<file path="config.mk">
export PLATFORM = sky130hd
export DESIGN_NAME = fread_hex_dump
export DESIGN_NICKNAME = d
export VERILOG_FILES = /design/src/rtl/fread_hex_dump_pkg.sv /design/src/rtl/hex_nibble_enc.sv /design/src/rtl/fread_hex_dump.sv
export SDC_FILE = /design/constraint.sdc
export NUM_CORES = 1
export LEC_CHECK = 0
export BUFFER_PORTS_ARGS = -buffer_cell sky130_fd_sc_hd__buf_2
export CORE_MARGIN = 4
export CORE_UTILIZATION = 30
export DETAILED_ROUTE_END_ITERATION = 10
export PLACE_DENSITY = 0.48
export SYNTH_ARGS = -nofsm -noshare
export SYNTH_HDL_FRONTEND = slang
export SYNTH_SLANG_ARGS = --single-unit
</file>
<file path="constraint.sdc">
create_clock -name clk -period 9.06 [get_ports clk]
set_clock_uncertainty 0.15 [all_clocks]
set_input_delay 0.453 -clock clk [delete_from_list [all_inputs] [get_ports clk]]
set_output_delay 0.453 -clock clk [all_outputs]
set_load 0.01 [all_outputs]
</file>
<file path="src/rtl/fread_hex_dump_pkg.sv">
// Shared types and helpers for the file-read hex dumper: FSM encoding,
// ASCII control characters and the nibble-to-hex conversion.
package fread_hex_dump_pkg;

  typedef enum logic [2:0] {
    ST_IDLE,
    ST_REQ,
    ST_FILL,
    ST_HEX_HI,
    ST_HEX_LO,
    ST_SEP,
    ST_CR,
    ST_LF
  } state_t;

  localparam logic [7:0] ASCII_CR = 8'h0D;
  localparam logic [7:0] ASCII_LF = 8'h0A;
  localparam logic [7:0] ASCII_SP = 8'h20;

  // Uppercase hex digit: '0'..'9' then 'A'..'F' (0x37 + 10 = 'A').
  function automatic logic [7:0] nib2hex(input logic [3:0] nib);
    return (nib < 4'd10) ? (8'h30 + {4'h0, nib}) : (8'h37 + {4'h0, nib});
  endfunction

endpackage

</file>
<file path="src/rtl/hex_nibble_enc.sv">
// Combinational 4-bit to uppercase ASCII hex digit encoder.
module hex_nibble_enc
  import fread_hex_dump_pkg::*;
(
  input  logic [3:0] nib,
  output logic [7:0] asc
);

  assign asc = nib2hex(nib);

endmodule

</file>
<file path="src/rtl/fread_hex_dump.sv">
// Requests LEN bytes of a file from the fread stage, buffers them, then
// streams them to a UART as "HH HH ..\r\n" lines of BPL bytes.
module fread_hex_dump
  import fread_hex_dump_pkg::*;
#(
  parameter logic [31:0] FILE_ID = 32'hDABBAD00,
  parameter int          LEN     = 64,
  parameter int          BPL     = 16
) (
  input  logic        clk,
  input  logic        rst,
  input  logic        start,
  output logic [31:0] req_file_id,
  output logic [31:0] req_offset,
  output logic [9:0]  req_len,
  output logic        req_valid,
  input  logic        req_ready,
  input  logic [7:0]  resp_data,
  input  logic        resp_valid,
  output logic [7:0]  uart_data,
  output logic        uart_valid,
  input  logic        uart_ack,
  output logic        busy,
  output logic        done
);

  localparam int CW = $clog2(LEN + 1);
  localparam int AW = (LEN > 1) ? $clog2(LEN) : 1;
  localparam int LW = $clog2(BPL + 1);
  localparam logic [CW-1:0] LAST     = CW'(LEN - 1);
  localparam logic [CW-1:0] ONE      = CW'(1);
  localparam logic [LW-1:0] COL_LAST = LW'(BPL - 1);
  localparam logic [LW-1:0] COL_ONE  = LW'(1);

  state_t        state, state_nxt;
  logic [CW-1:0] wr_ptr, wr_ptr_nxt, rd_ptr, rd_ptr_nxt;
  logic [LW-1:0] col, col_nxt;
  logic          uart_valid_nxt, done_nxt;
  logic          we, acked, is_char, last, eol;

  logic [7:0]    mem [0:(1<<AW)-1];
  logic [7:0]    ram_q, byp_data, cur_byte, hi_asc, lo_asc, ch;
  logic          byp;

  assign req_file_id = FILE_ID;
  assign req_offset  = 32'h0;
  assign req_len     = 10'(LEN - 1);
  assign req_valid   = (state == ST_REQ);
  assign busy        = (state != ST_IDLE);

  assign we      = (state == ST_FILL) && resp_valid;
  assign acked   = uart_valid && uart_ack;
  assign is_char = (state == ST_HEX_HI) || (state == ST_HEX_LO) || (state == ST_SEP) ||
                   (state == ST_CR) || (state == ST_LF);
  assign last    = (rd_ptr == LAST);
  assign eol     = last || (col == COL_LAST);

  always_comb begin
    state_nxt  = state;
    wr_ptr_nxt = wr_ptr;
    rd_ptr_nxt = rd_ptr;
    col_nxt    = col;
    done_nxt   = 1'b0;
    case (state)
      ST_IDLE: if (start) begin
        state_nxt  = ST_REQ;
        wr_ptr_nxt = '0;
        rd_ptr_nxt = '0;
        col_nxt    = '0;
      end
      ST_REQ:  if (req_ready) state_nxt = ST_FILL;
      ST_FILL: if (resp_valid) begin
        if (wr_ptr == LAST) state_nxt = ST_HEX_HI;
        else                wr_ptr_nxt = wr_ptr + ONE;
      end
      ST_HEX_HI: if (acked) state_nxt = ST_HEX_LO;
      ST_HEX_LO: if (acked) state_nxt = eol ? ST_CR : ST_SEP;
      ST_SEP: if (acked) begin
        state_nxt  = ST_HEX_HI;
        rd_ptr_nxt = rd_ptr + ONE;
        col_nxt    = col + COL_ONE;
      end
      ST_CR: if (acked) state_nxt = ST_LF;
      ST_LF: if (acked) begin
        if (last) begin
          state_nxt = ST_IDLE;
          done_nxt  = 1'b1;
        end else begin
          state_nxt  = ST_HEX_HI;
          rd_ptr_nxt = rd_ptr + ONE;
          col_nxt    = '0;
        end
      end
      default: state_nxt = ST_IDLE;
    endcase
    // Raised straight out of FILL so the first digit is offered in the first
    // HEX_HI cycle; afterwards one idle cycle follows every ack.
    uart_valid_nxt = (is_char && !acked) || ((state == ST_FILL) && (state_nxt == ST_HEX_HI));
  end

  always_ff @(posedge clk or negedge rst) begin
    if (!rst) begin
      state      <= ST_IDLE;
      wr_ptr     <= '0;
      rd_ptr     <= '0;
      col        <= '0;
      uart_valid <= 1'b0;
      done       <= 1'b0;
    end else begin
      state      <= state_nxt;
      wr_ptr     <= wr_ptr_nxt;
      rd_ptr     <= rd_ptr_nxt;
      col        <= col_nxt;
      uart_valid <= uart_valid_nxt;
      done       <= done_nxt;
    end
  end

  // Read is addressed by the next pointer so ram_q already holds mem[rd_ptr];
  // the bypass covers a read of the byte being written this cycle.
  always_ff @(posedge clk) begin
    if (we) mem[wr_ptr[AW-1:0]] <= resp_data;
    ram_q    <= mem[rd_ptr_nxt[AW-1:0]];
    byp      <= we && (wr_ptr == rd_ptr_nxt);
    byp_data <= resp_data;
  end

  assign cur_byte = byp ? byp_data : ram_q;

  hex_nibble_enc u_enc_hi (.nib(cur_byte[7:4]), .asc(hi_asc));
  hex_nibble_enc u_enc_lo (.nib(cur_byte[3:0]), .asc(lo_asc));

  always_comb begin
    ch = 8'h00;
    case (state)
      ST_HEX_HI: ch = hi_asc;
      ST_HEX_LO: ch = lo_asc;
      ST_SEP:    ch = ASCII_SP;
      ST_CR:     ch = ASCII_CR;
      ST_LF:     ch = ASCII_LF;
      default:   ch = 8'h00;
    endcase
  end

  assign uart_data = uart_valid ? ch : 8'h00;

endmodule

</file>
# Yosys cells after proc, flatten, opt, wreduce, memory -nomap -nowiden
# Memory sizes are Yosys's and may differ from the RTL's. A register that Yosys moved wholly into a read port is not among the register bits.
# Index checks and enable logic that the tools add are counted.
[totals] mem_count=1 ram_bits=512 regBits=33
[classes] n_lt_le_gt_ge=2 add_sub_neg=7 mux=36 n_eq_ne=18 n_reduce_logical=18
[memory_table] name="mem" depth=64 word_bits=8 read_ports=1 rd_ports_with_merged_regs=1 write_ports=1 line_no="fread_hex_dump.sv:41" text="logic [7:0] mem [0:(1<<AW)-1];"
[ops] cell="$mux 7" count=7
[ops] cell="$pmux 8 s5" count=1
[ops] cell="$mux 8" count=4
[ops] cell="$add 6x4->7 const A" count=4
[ops] cell="$mux 3" count=9
[ops] cell="$pmux 3 s8" count=1
[ops] cell="$pmux 7 s3" count=1
[ops] cell="$mux 5" count=4
[ops] cell="$pmux 5 s3" count=1
[ops] cell="$add 7x1->7 const B" count=2
[ops] cell="$eq 7x6->1 const B" count=2
[ops] cell="$pmux 7 s2" count=1
[ops] cell="$eq 3x3->1 const B" count=4
[ops] cell="$ne 2x2->1 const B" count=6
[ops] cell="$eq 3x2->1 const B" count=3
[ops] cell="$lt 4x4->1 const B" count=2
[ops] cell="$eq 7x7->1" count=1
[ops] cell="$logic_or 1x1->1" count=6
[ops] cell="$reduce_bool 3->1" count=2
[ops] cell="$add 5x1->5 const B" count=1
[ops] cell="$eq 5x4->1 const B" count=1
[ops] cell="$logic_and 1x1->1" count=5
[ops] cell="$mux 1" count=5
[ops] cell="$reduce_and 5->1" count=1
[ops] cell="other kinds (6)" count=7

# Depth between registers and ports, before layout
[depth] word_depth=8 depth_mapped=16 mapped_depth_nobuf=10

# Cells and area by module
# A second synthesis with hierarchy kept.
[hier_totals] hier_cells=1948 hier_area_um2=24287.0
[by_module_without_submodules] mod="fread_hex_dump" seq_area_each_um2=16315.6 n_inst=1 cells_each=1916 area_each_um2=24075.6
[by_module_without_submodules] mod="hex_nibble_enc at u_enc_lo" seq_area_each_um2=0.0 n_inst=1 cells_each=16 area_each_um2=106.4
[by_module_without_submodules] mod="hex_nibble_enc at u_enc_hi" seq_area_each_um2=0.0 n_inst=1 cells_each=16 area_each_um2=105.1

# Least setup slack after synthesis
# Ideal clock, no wire load.
[synth_path] kind="register to register" from="reg state[1]" to="reg ram_q[2] (read register of mem)" path_stages_with_launch=15 n_path_buf=5 setup_slack_ns=5.923 arrival_time_ns=2.866 setup_time_ns=0.121 path_cell_list="dfrtp_1 buf_2 or4b_1 buf_2 a32oi_1 a22o_1 buf_4 inv_2 buf_6 buf_6 mux2i_1 o22ai_1 or4_1 a21oi_1 nor4bb_1"
[synth_between] elab_chain_cells=2 elab_cells_between_ends=4 cone_classes="2 x eq/ne; 1 x mux; 1 x reduce/logical"
[synth_lines] element="start: declaration" line_no="fread_hex_dump.sv:35" text="state_t state, state_nxt;"
[synth_lines] element="start signal: assignment" line_no="fread_hex_dump.sv:110" text="state <= state_nxt;"
[synth_lines] element="$eq 3x3->1 or $logic_not 3->1 (tied branches)" line_no="fread_hex_dump.sv:64" text="case (state)"
[synth_lines] element="$pmux 7 s3 (*)" line_no="fread_hex_dump.sv:64"
[synth_lines] element="end: declaration" line_no="fread_hex_dump.sv:42" text="logic [7:0] ram_q, byp_data, cur_byte, hi_asc, lo_asc, ch;"
# Mark *: on every way between the ends. The rest lies on a longest branch, timed or not.
# A chain may end at the register's enable or synchronous reset.

# Worst setup path in the final report
[layout_path] from="reg state[1]" to="reg ram_q[1] (read register of mem)"
# Same word-level chain as after synthesis.

==> flow_summary.yaml <==
global_routing:
  antenna_found_initial: 0
  grt_overflow: 0
  grt_pass1_wl_mm: 92.2
  grt_start_max_net_pins: 123
  grt_pass1_vias: 13429
  track_usage_pct: 15.1
logic_synthesis:
  synth_mux_area_share_pct: 4.81
  synth_compound_area_share_pct: 7.17
  synth_top_family_by_area: "simple AND/OR/NAND/NOR gates"
  yosysWarnings: 0
  synthFlopType: "edfxtp_1"
  syn_avg_cell_area_sq_um: 13.1
  ys_async_sr_fraction_pct: 4.34
  synth_edf_count: 512
  synth_cell_type_count: 61
  syn-instance-count: 1753
  synth-seq-cells: 553
  synthesis.area_sq_um: 23000
  yosysTopAreaCell: "edfxtp_1"
  yosys.area_share.adder_pct: 0.327
  synth_area_leaders: "edfxtp_1 (67%), nand2_1 (5.7%), mux2i_1 (4.7%)"
  synth_xor_area_share_pct: 0.533
  synth_seq_area_share_pct: 71.0
  synthSimpleGateAreaFrac_pct: 11.7
  yosysTopAreaCellShare_pct: 66.9
timing:
  period_share_pct: 61.8
  period_needed_ns: 5.60
  holdWs_ns: 0.0601
  setup_viol: 0
  worst_slack_ns: 3.46
  finalSetupTns_ns: 0
  final-hold-violation-count: 0
  rsz0062_at_grt: "false"
  max_freq_ghz: 0.179
  slew_viol_final: 0
  max-slew-margin-rel_pct: 13.9
  tightest_slew_ns: 1.29
route:
  vias: 14011
  dr.pass1.iters: 5
  viasPerCell: 4.94
  drc: 0
  drt_iter0_drc: 1213
  wl_per_cell_um: 22.3
  wirelength_mm: 63.2
  ant_nets: 0
finish:
  final_area_sq_um: 25800
  layout.cells.non_filler: 2839
  final_core_util_pct: 34.0
  drive_above_1_share_pct: 7.74
  area_growth_pct: 12.4
  finalNetCount: 1779
  num_antenna_cells: 0
  fillCellCount: 7355
place:
  port_buffers: 24
  placedCellCount: 2727
  place_area_sq_um: 23800
  dp_hpwl_mm: 38.0
  gp_congestion: 0.798
  pre_cts_slack_ns: 3.37
power_and_ir_drop:
  vdd_ir_drop_max_mv: 0.192
  p_leak_nw: 8.49
  power.total_mw: 7.33
  power-per-cell-area_nw_per_um2: 284
floorplan:
  start_util_pct: 30.3
  row_count: 101
  die_y_um: 285
  die_area_sq_um: 81100
  coreArea_sq_um: 75900
  ios: 100
  die_width_um: 285
clocking:
  numCtsBuffers: 58
  cts_setup_buffers: 0
  cts_root_buf: "clkbuf_16"
  ctsResizeCount: 0
  clk_pin_slew_worst_paths_ns: 0.06
  cts_buffer_depth: 3
  cts_tree: "done"
  h-tree-depth: 2
  clock-sinks: 553
  clock_latency_ns: 0.63
setup_path:
  critPathArrivalTime_ns: 5.95
  crit_type: "flop to flop"
  reg2regPathDepth: 11
  cp_max_fo: 59
  crit_path_start_kind: "flop"
  r2r_end: "ram_q[1]$_DFF_P_"
  r2r_start: "state[1]$_DFF_PN0_"
  cp-end-kind: "flop"
  worst-r2r-setup-slack_ns: 3.46
  crit_required_ns: 9.42
flow_run:
  maxCapViolations: 0
hold_path:
  hold_path_depth: 3
  hp-class: "input pin to flop"
  min_to: "done$_DFF_PN0_"
  holdCritStartpoint: "uart_ack"
run_status:
  status: "finished, final reports clean"
[area by class of cell]
class | count | area, sq um | area share [%]
clock inverter | 39 | 474 | 1.84
timing repair buffer | 41 | 253 | 0.978
sequential | 553 | 16300 | 63.1
tap | 1030 | 1290 | 4.99
clock buffer | 71 | 1540 | 5.96
inverter | 11 | 48.8 | 0.189
multi-input combinational | 1094 | 5920 | 22.9
[metal layers]
metal,vias up,part of all wire (%),GRT usage (%)
met5,-,0,0
met4,0,2.4,4.01
met3,77,7.2,3.23
met2,519,43,22.4
met1,7061,47,22.4
li1,6354,-,-
[layout by cell type (no fill, tap or decap), drive strengths merged, types with 15 or more instances in the layout]
master / Yosys / routed
clkinv: 0 / 26
nor2: 90 / 90
dfxtp: 17 / 17
nor4: 15 / 15
o21ai: 48 / 48
nand2: 350 / 350
buf: 110 / 39
and3: 20 / 20
clkbuf: 58 / 71
nand3: 39 / 39
dfrtp: 24 / 24
edfxtp: 512 / 512
mux2i: 107 / 107
nand4: 22 / 22
conb: 2 / 75
a21oi: 139 / 139
a31oi: 17 / 17
o22ai: 53 / 53
[report_power, final]
part           leakage (nW)  internal, mW  total, mW  switching, mW
sequential             5.06          2.84       2.95          0.106
combinational          2.44         0.581       1.87           1.29
clock                 0.985          1.50       2.51           1.01
total                  8.49          4.92       7.33           2.41
[cells in the mapped netlist (20+ instances only)]
cell,number
mux2i_1,107
nor2_1,90
edfxtp_1,512
a21oi_1,139
nand2_1,350
o21ai_0,47
dfrtp_1,24
buf_4,76
and3_1,20
o22ai_1,53
nand3_1,39
clkbuf_1,58
nand4_1,22
[sequential cells by signal (all words and copies together), names as in the netlist, 3 cells and up]
| name | cells |
|---|---|
| mem | 512 |
| rd_ptr | 7 |
| byp_data | 8 |
| ram_q | 8 |
| state | 3 |
| col | 5 |
| wr_ptr | 7 |
[kinds of logic (layout without fill, tap and decap cells)]
logic type	count (synthesis)	count (layout)
AOI/OAI and AO/OA	290	290
muxes	110	110
and+or+nand+nor	599	599
adders and majority gates	6	6
other	2	75
DFF	553	553
buffers and inverters	179	162
xor gates and xnor gates	14	14
[worst max-delay path, cell delays in order (launching register included)]
cell	delay, ns
dfrtp_1	0.66
or4b_1	0.78
nand2_1	0.12
mux2_2	0.14
buf_4	0.56
inv_2	0.34
buf_4	0.40
nand3_1	0.95
a21oi_1	0.08
nor4_1	0.55
nand4_1	0.42
nor4bb_1	0.28
[worst max path at each step]
stage,startpoint,to,slack (ns),depth (start not counted)
CTS,state[2]$_DFF_PN0_,ram_q[3]$_DFF_P_,3.35,11
finish,state[1]$_DFF_PN0_,ram_q[1]$_DFF_P_,3.46,11
floorplan,state[1]$_DFF_PN0_,ram_q[2]$_DFF_P_,5.92,14
global route,state[2]$_DFF_PN0_,ram_q[7]$_DFF_P_,3.10,11
global placement,state[2]$_DFF_PN0_,ram_q[7]$_DFF_P_,3.43,11
detailed placement,state[2]$_DFF_PN0_,ram_q[3]$_DFF_P_,3.37,11
[what timing repair did]
action	in CTS	in global routing
hold buffers	2	0
endpoints found under the setup margin	0	0
endpoints found under the hold margin	25	0
Note: power is estimated with default switching activity, not from simulation.
